[config.mk]
export PLATFORM = sky130hd
export DESIGN_NAME = fetch_stage
export DESIGN_NICKNAME = d
export VERILOG_FILES = /design/src/rtl/fetch_stage.sv
export SDC_FILE = /design/constraint.sdc
export NUM_CORES = 1
export LEC_CHECK = 0
export CELL_PAD_IN_SITES_DETAIL_PLACEMENT = 1
export CELL_PAD_IN_SITES_GLOBAL_PLACEMENT = 1
export CORE_ASPECT_RATIO = 2
export CORE_MARGIN = 10
export CORE_UTILIZATION = 25
export DETAILED_ROUTE_END_ITERATION = 16
export PLACE_DENSITY_LB_ADDON = 0.15
export SYNTH_ARGS = -nofsm -noshare
export SYNTH_HDL_FRONTEND = slang
export SYNTH_SLANG_ARGS = --single-unit
[constraint.sdc]
create_clock -name clk_i -period 2.2 [get_ports clk_i]
set_input_delay 0.44 -clock clk_i [delete_from_list [all_inputs] [get_ports clk_i]]
set_output_delay 0.44 -clock clk_i [all_outputs]
set_load 0.01 [all_outputs]
[src/rtl/fetch_stage.sv]
`default_nettype none
// +--------------------------------------------------------------------------+
// | fetch_stage: PC, two-word instruction assembly and IF/ID register.       |
// | Revision: 1.0                                                            |
// +--------------------------------------------------------------------------+
module fetch_stage #(
    parameter int PC_W     = 32,
    parameter int INSTR_W  = 16,
    parameter logic [PC_W-1:0] RESET_PC = '0
) (
    input  logic               clk_i,
    input  logic               rst_ni,
    input  logic               stall_i,
    input  logic               redirect_i,
    input  logic [PC_W-1:0]    redirect_pc_i,
    output logic [PC_W-1:0]    imem_addr_o,
    input  logic [INSTR_W-1:0] imem_data_i,
    output logic [PC_W-1:0]    pc_o,
    output logic [INSTR_W-1:0] if_id_instr_o,
    output logic [INSTR_W-1:0] if_id_imm_o,
    output logic [PC_W-1:0]    if_id_pc_next_o,
    output logic               if_id_valid_o
);

    typedef enum logic [0:0] {
        FETCH_OP  = 1'b0,
        FETCH_IMM = 1'b1
    } state_t;

    localparam logic [4:0] C_OP_LDM = 5'b11010;
    localparam logic [4:0] C_OP_LDD = 5'b00111;
    localparam logic [4:0] C_OP_STD = 5'b01100;

    state_t             state_q, state_d;
    logic [PC_W-1:0]    pc_q, pc_d;
    logic [INSTR_W-1:0] hold_op_q, hold_op_d;
    logic [INSTR_W-1:0] instr_q, instr_d;
    logic [INSTR_W-1:0] imm_q, imm_d;
    logic [PC_W-1:0]    pc_next_q, pc_next_d;
    logic               valid_q, valid_d;

    logic               w_two_word;
    logic [PC_W-1:0]    w_pc_inc;

    assign w_two_word = (imem_data_i[15:11] == C_OP_LDM) ||
                        (imem_data_i[15:11] == C_OP_LDD) ||
                        (imem_data_i[15:11] == C_OP_STD);
    assign w_pc_inc   = pc_q + {{(PC_W-1){1'b0}}, 1'b1};

    always_comb begin
        state_d   = state_q;
        pc_d      = pc_q;
        hold_op_d = hold_op_q;
        instr_d   = instr_q;
        imm_d     = imm_q;
        pc_next_d = pc_next_q;
        valid_d   = valid_q;
        if (redirect_i) begin
            // Any half-fetched two-word instruction is dropped with the flush.
            pc_d      = redirect_pc_i;
            state_d   = FETCH_OP;
            instr_d   = '0;
            imm_d     = '0;
            pc_next_d = '0;
            valid_d   = 1'b0;
        end else if (!stall_i) begin
            pc_d = w_pc_inc;
            case (state_q)
                FETCH_OP: begin
                    if (w_two_word) begin
                        hold_op_d = imem_data_i;
                        state_d   = FETCH_IMM;
                        instr_d   = '0;
                        imm_d     = '0;
                        pc_next_d = '0;
                        valid_d   = 1'b0;
                    end else begin
                        instr_d   = imem_data_i;
                        imm_d     = '0;
                        pc_next_d = w_pc_inc;
                        valid_d   = 1'b1;
                    end
                end
                FETCH_IMM: begin
                    instr_d   = hold_op_q;
                    imm_d     = imem_data_i;
                    pc_next_d = w_pc_inc;
                    valid_d   = 1'b1;
                    state_d   = FETCH_OP;
                end
                default: state_d = FETCH_OP;
            endcase
        end
    end

    always_ff @(posedge clk_i) begin
        if (!rst_ni) begin
            state_q   <= FETCH_OP;
            pc_q      <= RESET_PC;
            hold_op_q <= '0;
            instr_q   <= '0;
            imm_q     <= '0;
            pc_next_q <= '0;
            valid_q   <= 1'b0;
        end else begin
            state_q   <= state_d;
            pc_q      <= pc_d;
            hold_op_q <= hold_op_d;
            instr_q   <= instr_d;
            imm_q     <= imm_d;
            pc_next_q <= pc_next_d;
            valid_q   <= valid_d;
        end
    end

    assign imem_addr_o     = pc_q;
    assign pc_o            = pc_q;
    assign if_id_instr_o   = instr_q;
    assign if_id_imm_o     = imm_q;
    assign if_id_pc_next_o = pc_next_q;
    assign if_id_valid_o   = valid_q;

endmodule
`default_nettype wire

**Word-level counts from Yosys, hierarchy flattened**

Cells that the tools add are included.

- Register bits: 114
- Bits in latches: 0
- Memory bits (writable): 0
- Bits in read-only memories: 0
- Bits of input ports: 52
- Output and inout bits: 129
- Logic and storage cells: 31
- Memories kept: 0

- Add/subtract/negate cells: 1
- Multiply operators: 0
- Divide/modulo/power cells: 0
- Order comparisons: 0
- Equal/unequal tests: 4
- Shift operators: 0
- Multiplexer cells: 11
- Bitwise operators: 4
- Reductions and logical operators: 4

Operators by type and width:

| kind | number |
|---|---|
| $mux 32 | 3 |
| $pmux 16 s2 | 2 |
| $pmux 32 s2 | 1 |
| $add 32x1->32 const B | 1 |
| $mux 16 | 1 |
| $eq 5x3->1 const B | 1 |
| $eq 5x4->1 const B | 1 |
| $eq 5x5->1 const B | 1 |
| $not 1->1 | 4 |
| $pmux 1 s2 | 2 |
| $reduce_and 4->1 | 1 |
| $logic_or 1x1->1 | 2 |
| $mux 1 | 2 |
| $ne 2x1->1 const B | 1 |
| $reduce_or 2->1 | 1 |

**Depth between registers and ports, before layout**

Gate-level depths: netlist of the first run.

- Word-level depth: 5
- Depth in mapped cells: 8
- Mapped depth without buffers: 6

**Worst setup path after synthesis of the first run**

No wires, ideal clock.

- Kind: flip-flop to flip-flop
- From: reg pc_q[0], in the netlist imem_addr_o[0]
- To: reg pc_q[22], in the netlist imem_addr_o[22]
- Setup time: 0.070 ns
- Data arrival time: 2.063 ns
- Slack: 0.067 ns
- Stages on the path, launching flop included: 8
- Clock period less this slack: 2.133 ns
- Cells stage by stage: dfxtp_1 > ha_1 > nand3_2 > nor4_1 > buf_2 > nand4_1 > xor2_1 > a21oi_1

- Cells in the longest elaborated chain, start to end: 3

Ends and longest elaborated chain:

| what | RTL line | RTL |
|---|---|---|
| start: declaration | 35 | `logic [PC_W-1:0] pc_q, pc_d;` |
| start signal: assignment | 107 | `pc_q <= pc_d;` |
| $add 32x1->32 | 48 | `assign w_pc_inc = pc_q + {{(PC_W-1){1'b0}}, 1'b1};` |
| $mux 32 | 66 | `end else if (!stall_i) begin` |
| $mux 32 | 58 | `if (redirect_i) begin` |

No other way between the ends. The select of a mux whose other input is x is not followed.
A chain may end at the register's enable or synchronous reset.

**Worst setup path in the final report of the first run**

- From: in imem_data_i[14]
- To: reg hold_op_q[14]

- Cells in the longest elaborated chain, start to end: 4
- Elaborated cells on any way between the ends: 6

Ends and longest elaborated chain:

| what | RTL line | RTL |
|---|---|---|
| start: declaration | 17 | `input logic [INSTR_W-1:0] imem_data_i,` |
| $eq 5x5->1 or $eq 5x3->1 (tied branches) | 45, 46 |  |
| $logic_or 1x1->1 | 45 | `assign w_two_word = (imem_data_i[15:11] == C_OP_LDM) \|\|` |
| $logic_or 1x1->1 | 46 | `(imem_data_i[15:11] == C_OP_LDD) \|\|` |
| $reduce_and 4->1 (no source line) | -- |  |
| end signal: assignment | 108 | `hold_op_q <= hold_op_d;` |
| end: declaration | 36 | `logic [INSTR_W-1:0] hold_op_q, hold_op_d;` |

Several ways; a longest one is shown, not always the timed one.

==> run_results.csv, run 1 <==
group,metric,value,unit
clock_network,cts_hold_buf,0,
floorplanning,rows,76,
worst_setup_path,worst_r2r_endpoint,"imem_addr_o[31]",
detailed_routing,dr.first_iter.drc_count,158,
detailed_routing,viasPerCell,4.77,
clock_network,htreeDepth,4,
timing,finalWorstPathRequiredPeriod,2.17,ns
worst_setup_path,worstSetupStartpoint,"imem_data_i[14]",
worst_setup_path,cp-end-kind,"flip-flop",
pwr,p_leak,2.88,nW
timing,final_hold_viol_count,0,
clock_network,clk_pin_slew_worst_paths,0.05,ns
final_layout,syn_to_final_growth,50.8,%
worst_setup_path,startpoint_type,"input pin",
worst_setup_path,arrival,2.47,ns
yosys,syn-num-nets,703,
yosys,syn_area_per_cell,8.45,µm²
floorplanning,die_area,28600,µm²
timing,max_freq,0.460,GHz
yosys,synth_seq_cells,114,
floorplanning,die_y,230,µm
worst_setup_path,ff2ff_path_depth,5,
yosys,synth_largest_area_cell,"dfxtp_1",
final_layout,layout_common_cells,"clkdlybuf4s50_1, dfxtp_1, nand2_1",
final_layout,layout-drive-gt1-share,12.2,%
place,hpwl,16800,µm
worst_setup_path,slowest_stage,"clkdlybuf4s50_1",
timing,hold_ws,0.450,ns
yosys,yosys_warnings,0,
outcome,status,"finished, final reports clean",
detailed_routing,ant_nets,0,
yosys,syn_inst,650,
clock_network,numCtsBuffers,17,
job,maxCapViolCount,0,
floorplanning,dieWidth,125,µm
yosys,synth_cell_types,49,
grt,antenna_found_initial,3,
worst_setup_path,critPathTopFamily,"buffers and inverters",
pwr,power_density,708,nW/µm²
place,port_buffers,180,
timing,skew,0.00920,ns
clock_network,cts-root-buf,"clkbuf_16",
yosys,netlist.area_leader.share,41.6,%
pwr,ir_drop,0.455,mV
clock_network,cts_tree,"built",
grt,gr-total-overflow,0,
floorplanning,ios,181,
clock_network,cts_num_sinks,114,
min_path,hp-class,"reg2reg",
final_layout,final_common_cell,"clkdlybuf4s50_1",
worst_setup_path,crit_cells,8,
detailed_routing,drc_errors,0,
timing,worst_slack,0.0274,ns
worst_setup_path,rr_startpoint,"imem_addr_o[1]",
timing,setup_violations,0,
timing,tns,0,ns
final_layout,nets,871,
yosys,synth-edff-count,0,
worst_setup_path,cp.required,2.50,ns
detailed_routing,first_pass_iters,4,
timing,tightest_slew,1.01,ns
floorplanning,core_area,21600,µm²
final_layout,finalNonFillerCells,1103,
grt,grt_max_degree,63,
grt,track_usage,14.8,%
place,placedCellCount,1069,
yosys,synthFlopType,"dfxtp_1",
grt,grt_pass1_vias,5849,
yosys,ys_seq_area_share,41.6,%
yosys,netlist_area,5490,µm²
yosys,yosys-top-cells-area,"dfxtp_1, xor2_1, o21ai_0",
timing,drv_slew,0,
yosys,async_flop_share,0,%
place,place_congestion,0.789,
worst_setup_path,critPathKind,"in2reg",
clock_network,clk_latency,0.41,ns
detailed_routing,wl,22000,µm
worst_setup_path,crit_chain,"clkdlybuf4s50_1 -> and4bb_2 -> nand2_1 -> a2111oi_4 -> clkbuf_8 -> buf_4 -> mux2i_1 -> nor2b_1",
worst_setup_path,slowest_delay,0.56,ns
detailed_routing,routed-via-count,5256,
worst_setup_path,cp.buffers_inverters,3,
place,dp_slack,-0.399,ns
min_path,hold_start,"if_id_pc_next_o[22]",
worst_setup_path,r2r_slack,0.17,ns
final_layout,diodes,0,
grt,grt_pass1_wl,33700,µm
detailed_routing,avgRoutedWirePerCell,19.9,µm
floorplanning,start_util,25.4,%
worst_setup_path,endpoint,"hold_op_q[14]",
timing,min_period_over_period,98.8,%
timing,slew-limit-headroom,32.7,%
worst_setup_path,path_max_fanout,8,
clock_network,clockBufferDepth,2,
## how the worst min path moves through the flow
stage	slack, ns	to	depth (start not counted)
2_1_floorplan	0.47	if_id_instr_o[12]	2
3_3_place_gp	0.44	if_id_pc_next_o[22]	2
3_5_place_dp	0.44	if_id_pc_next_o[22]	2
4_1_cts	0.46	if_id_pc_next_o[22]	2
5_1_grt	0.47	if_id_pc_next_o[24]	2
6_report	0.45	if_id_pc_next_o[22]	2
## what timing repair did
action	CTS	global route
endpoints found under the setup margin	1	24
hold endpoints to repair	0	0
gates resized for setup	1	8
buffers inserted	0	3
pin swaps	0	1
## worst reg2reg max path, stage by stage (launching register included)
cell	delay, ns
dfxtp_1	0.45
and4_1	0.33
and3_2	0.34
nand4_4	0.17
or4_1	0.50
a31oi_1	0.16
## metal layers
layer	vias up	GRT usage (%)	routed length (µm)
li1	2569	-	-
met4	6	5.71	444
met3	33	4.56	1210
met5	-	0	27
met1	2525	13.0	7330
met2	123	30.0	12900
## where the power goes
group | switching, W | internal (W) | total, W
logic | 0.000381 | 0.000414 | 0.000796
clock network | 0.000983 | 0.00189 | 0.00287
registers | 0.0000613 | 0.00214 | 0.00220
total | 0.00143 | 0.00444 | 0.00587
## per-stage QoR
stage | cell area (µm²) | total power (W) | util, %
finish | 8280 | 0.00587 | 38.4
global route | 8280 | 0.00611 | 38.4
CTS | 8200 | 0.00596 | 38.0
detailed placement | 7580 | 0.00305 | 35.1
global placement | 7580 | 0.00303 | 35.1
floorplan | 5490 | 0.00260 | -
## area by class of cell
class	instances	area, µm²
Inverter	3	11.3
Clock buffer	22	484
Clock inverter	9	129
Fill cell	2525	13300
Multi-Input combinational cell	448	2770
Timing Repair Buffer	234	2260
Tap cell	273	342
Sequential cell	114	2280
## sequential cells by signal (all words and copies together) (netlist names)
signal	cells
if_id_pc_next_o	32
if_id_imm_o	16
state_q	1
imem_addr_o	32
if_id_valid_o	1
hold_op_q	16
if_id_instr_o	16
## logic make-up after synthesis
family / count (synthesis) / share of synthesized area [%]
buffers and inverters: 88 / 8.91
and+or+nand+nor: 242 / 23.1
AOI/OAI and AO/OA: 131 / 14.0
adders and majority gates: 1 / 0.228
muxes: 15 / 2.73
DFF: 114 / 41.6
xor gates and xnor gates: 59 / 9.41
## cell usage after synthesis (3+ instances only)
cell type    n
and4_1       6
and2_1      12
nor3_1      22
o21ai_0     60
or3_1        8
buf_2       12
dfxtp_1    114
mux2i_1     15
nor2_1      45
nand3b_1     3
clkbuf_1    35
nand3_1     18
xnor2_1     24
a21oi_1     33
a22oi_1     15
a221oi_1    15
and3_1       6
nor2b_1     18
nand2_1     65
xor2_1      35
nand4_1     17
nor4_1       7
buf_4       33
Note: power is estimated with default switching activity, not from simulation.
==> run 2, diff against run 1 <==
==> constraint.sdc (replaced) <==
create_clock -name clk_i -period 2.5 [get_ports clk_i]
set_input_delay 0.5 -clock clk_i [delete_from_list [all_inputs] [get_ports clk_i]]
set_output_delay 0.5 -clock clk_i [all_outputs]
set_load 0.01 [all_outputs]
==> run_results.csv, run 2 (synthesis results as in run 1) <==
group,metric,value,unit
outcome,status,"finished, final reports clean",
min_path,min_path_cells,2,
final_layout,multi_input_area,2740,µm²
floorplanning,die_y,230,µm
detailed_routing,drc_errors,0,
final_layout,nFillCells,2519,
detailed_routing,ant_nets,0,
floorplanning,core_area,21600,µm²
final_layout,diodes,0,
detailed_routing,viasPerCell,4.77,
detailed_routing,avgRoutedWirePerCell,19.7,µm
grt,grt_max_degree,49,
grt,antenna_found_initial,2,
timing,rsz0062_at_grt,"no",
detailed_routing,wl,21500,µm
worst_setup_path,path_max_fanout,18,
pwr,p_leak,2.78,nW
clock_network,cts_resized,0,
floorplanning,rows,76,
worst_setup_path,slowest_stage,"clkdlybuf4s50_1",
worst_setup_path,cp.buffers_inverters,2,
final_layout,finalNonFillerCells,1090,
final_layout,seq_area,2280,µm²
timing,slew-limit-headroom,29.4,%
clock_network,cts_hold_buf,0,
worst_setup_path,r2r_slack,0.32,ns
grt,grt_pass1_vias,5776,
detailed_routing,routed-via-count,5194,
clock_network,cts-root-buf,"clkbuf_16",
clock_network,clockBufferDepth,2,
min_path,holdPathEnd,"if_id_pc_next_o[15]",
worst_setup_path,critPathKind,"in2reg",
timing,finalWorstPathRequiredPeriod,2.18,ns
worst_setup_path,arrival,2.48,ns
grt,track_usage,14.9,%
detailed_routing,first_pass_iters,4,
timing,drv_slew,0,
job,maxCapViolCount,0,
worst_setup_path,critPathTopFamily,"buffers and inverters",
worst_setup_path,cp-end-kind,"flip-flop",
clock_network,post_cts_buffers,0,
min_path,hp-class,"reg2reg",
floorplanning,ios,181,
clock_network,clk_latency,0.42,ns
worst_setup_path,startpoint_type,"input pin",
worst_setup_path,crit_chain,"clkdlybuf4s50_1 -> nor3b_1 -> o21ai_1 -> a2111oi_2 -> buf_4 -> mux2i_1 -> nor2b_1",
timing,tns,0,ns
floorplanning,start_util,25.4,%
pwr,ir_drop,0.384,mV
pwr,power_density,644,nW/µm²
clock_network,htreeDepth,4,
clock_network,cts_num_sinks,114,
worst_setup_path,slowest_delay,0.57,ns
worst_setup_path,worst_r2r_endpoint,"imem_addr_o[31]",
place,port_buffers,180,
timing,setup_violations,0,
worst_setup_path,ff2ff_path_depth,5,
place,hpwl,16600,µm
clock_network,clk_pin_slew_worst_paths,0.06,ns
timing,skew,0.00844,ns
timing,tightest_slew,1.06,ns
final_layout,layout-drive-gt1-share,10.4,%
clock_network,cts_tree,"built",
final_layout,syn_to_final_growth,48.0,%
grt,gr-total-overflow,0,
grt,grt_pass1_wl,33900,µm
final_layout,nets,857,
worst_setup_path,rr_startpoint,"imem_addr_o[10]",
final_layout,layout_common_cells,"clkdlybuf4s50_1, dfxtp_1, nand2_1",
min_path,hold_start,"if_id_pc_next_o[15]",
place,placedCellCount,1058,
clock_network,numCtsBuffers,17,
timing,final_hold_viol_count,0,
final_layout,final_common_cell,"clkdlybuf4s50_1",
floorplanning,dieWidth,125,µm
floorplanning,die_area,28600,µm²
timing,max_freq,0.459,GHz
detailed_routing,dr.first_iter.drc_count,112,
place,place_congestion,0.808,
worst_setup_path,cp.required,2.80,ns
timing,min_period_over_period,87.1,%
## run 2: cell types whose count changed in the layout (fill, tap and decap cells not counted), moves of 2 or more
cell,before,now
buf_4,48,38
clkbuf_8,5,2
clkinv_2,3,0
buf_12,4,2
clkinv_4,1,3
## run 2: how the worst max path moves through the flow
stage                          from              end  slack, ns  cells past startpoint
floorplan            imem_addr_o[0]  imem_addr_o[22]       0.37                      7
global placement    imem_data_i[11]    hold_op_q[10]       0.01                      7
detailed placement  imem_data_i[13]     hold_op_q[3]      -0.11                      7
CTS                 imem_addr_o[10]  imem_addr_o[31]       0.29                      5
global route        imem_addr_o[10]  imem_addr_o[31]       0.18                      5
finish              imem_data_i[14]     hold_op_q[3]       0.32                      7
## run 2: worst reg2reg max path, cell delays in order, from the launching register on
cell and delay, ns:
dfxtp_1 0.47, nand3_2 0.24, nor4_4 0.51, nand4_4 0.20, or4_1 0.51, a31oi_1 0.17
## run 2: layout make-up
type                       instances  share of cell area, %
clock buffer                      21                   5.67
sequential                       114                   28.1
multi-input combinational        448                   33.7
tap                              273                   4.20
inverter                           3                  0.139
timing repair buffer             220                   26.1
clock inverter                    11                   2.19
## run 2: layer usage
metal	part of all wire [%]	up-vias	routed length, µm	track usage [%]
met3	5.2	25	1130	4.46
met2	59	119	12600	30.1
met4	1.8	4	381	5.12
met1	34	2507	7360	13.3
met5	0.13	-	27	0
li1	-	2539	-	-
## run 2: power breakdown
group	switching, W	leakage, nW	internal (W)
clock	0.000902	0.300	0.00173
sequential	0.0000619	0.930	0.00188
combinational	0.000320	1.55	0.000346
## run 2: per-stage QoR
step / setup WS (ns) / cell area [µm²] / util (%) / power [W] / hold WS (ns)
finish: 0.321 / 8130 / 37.6 / 0.00524 / 0.452
global route: 0.180 / 8130 / 37.6 / 0.00545 / 0.475
CTS: 0.289 / 8130 / 37.6 / 0.00533 / 0.443
detailed placement: -0.112 / 7490 / 34.7 / 0.00266 / 0.446
global placement: 0.0140 / 7490 / 34.7 / 0.00265 / 0.438
floorplan: 0.367 / 5490 / - / 0.00229 / 0.472
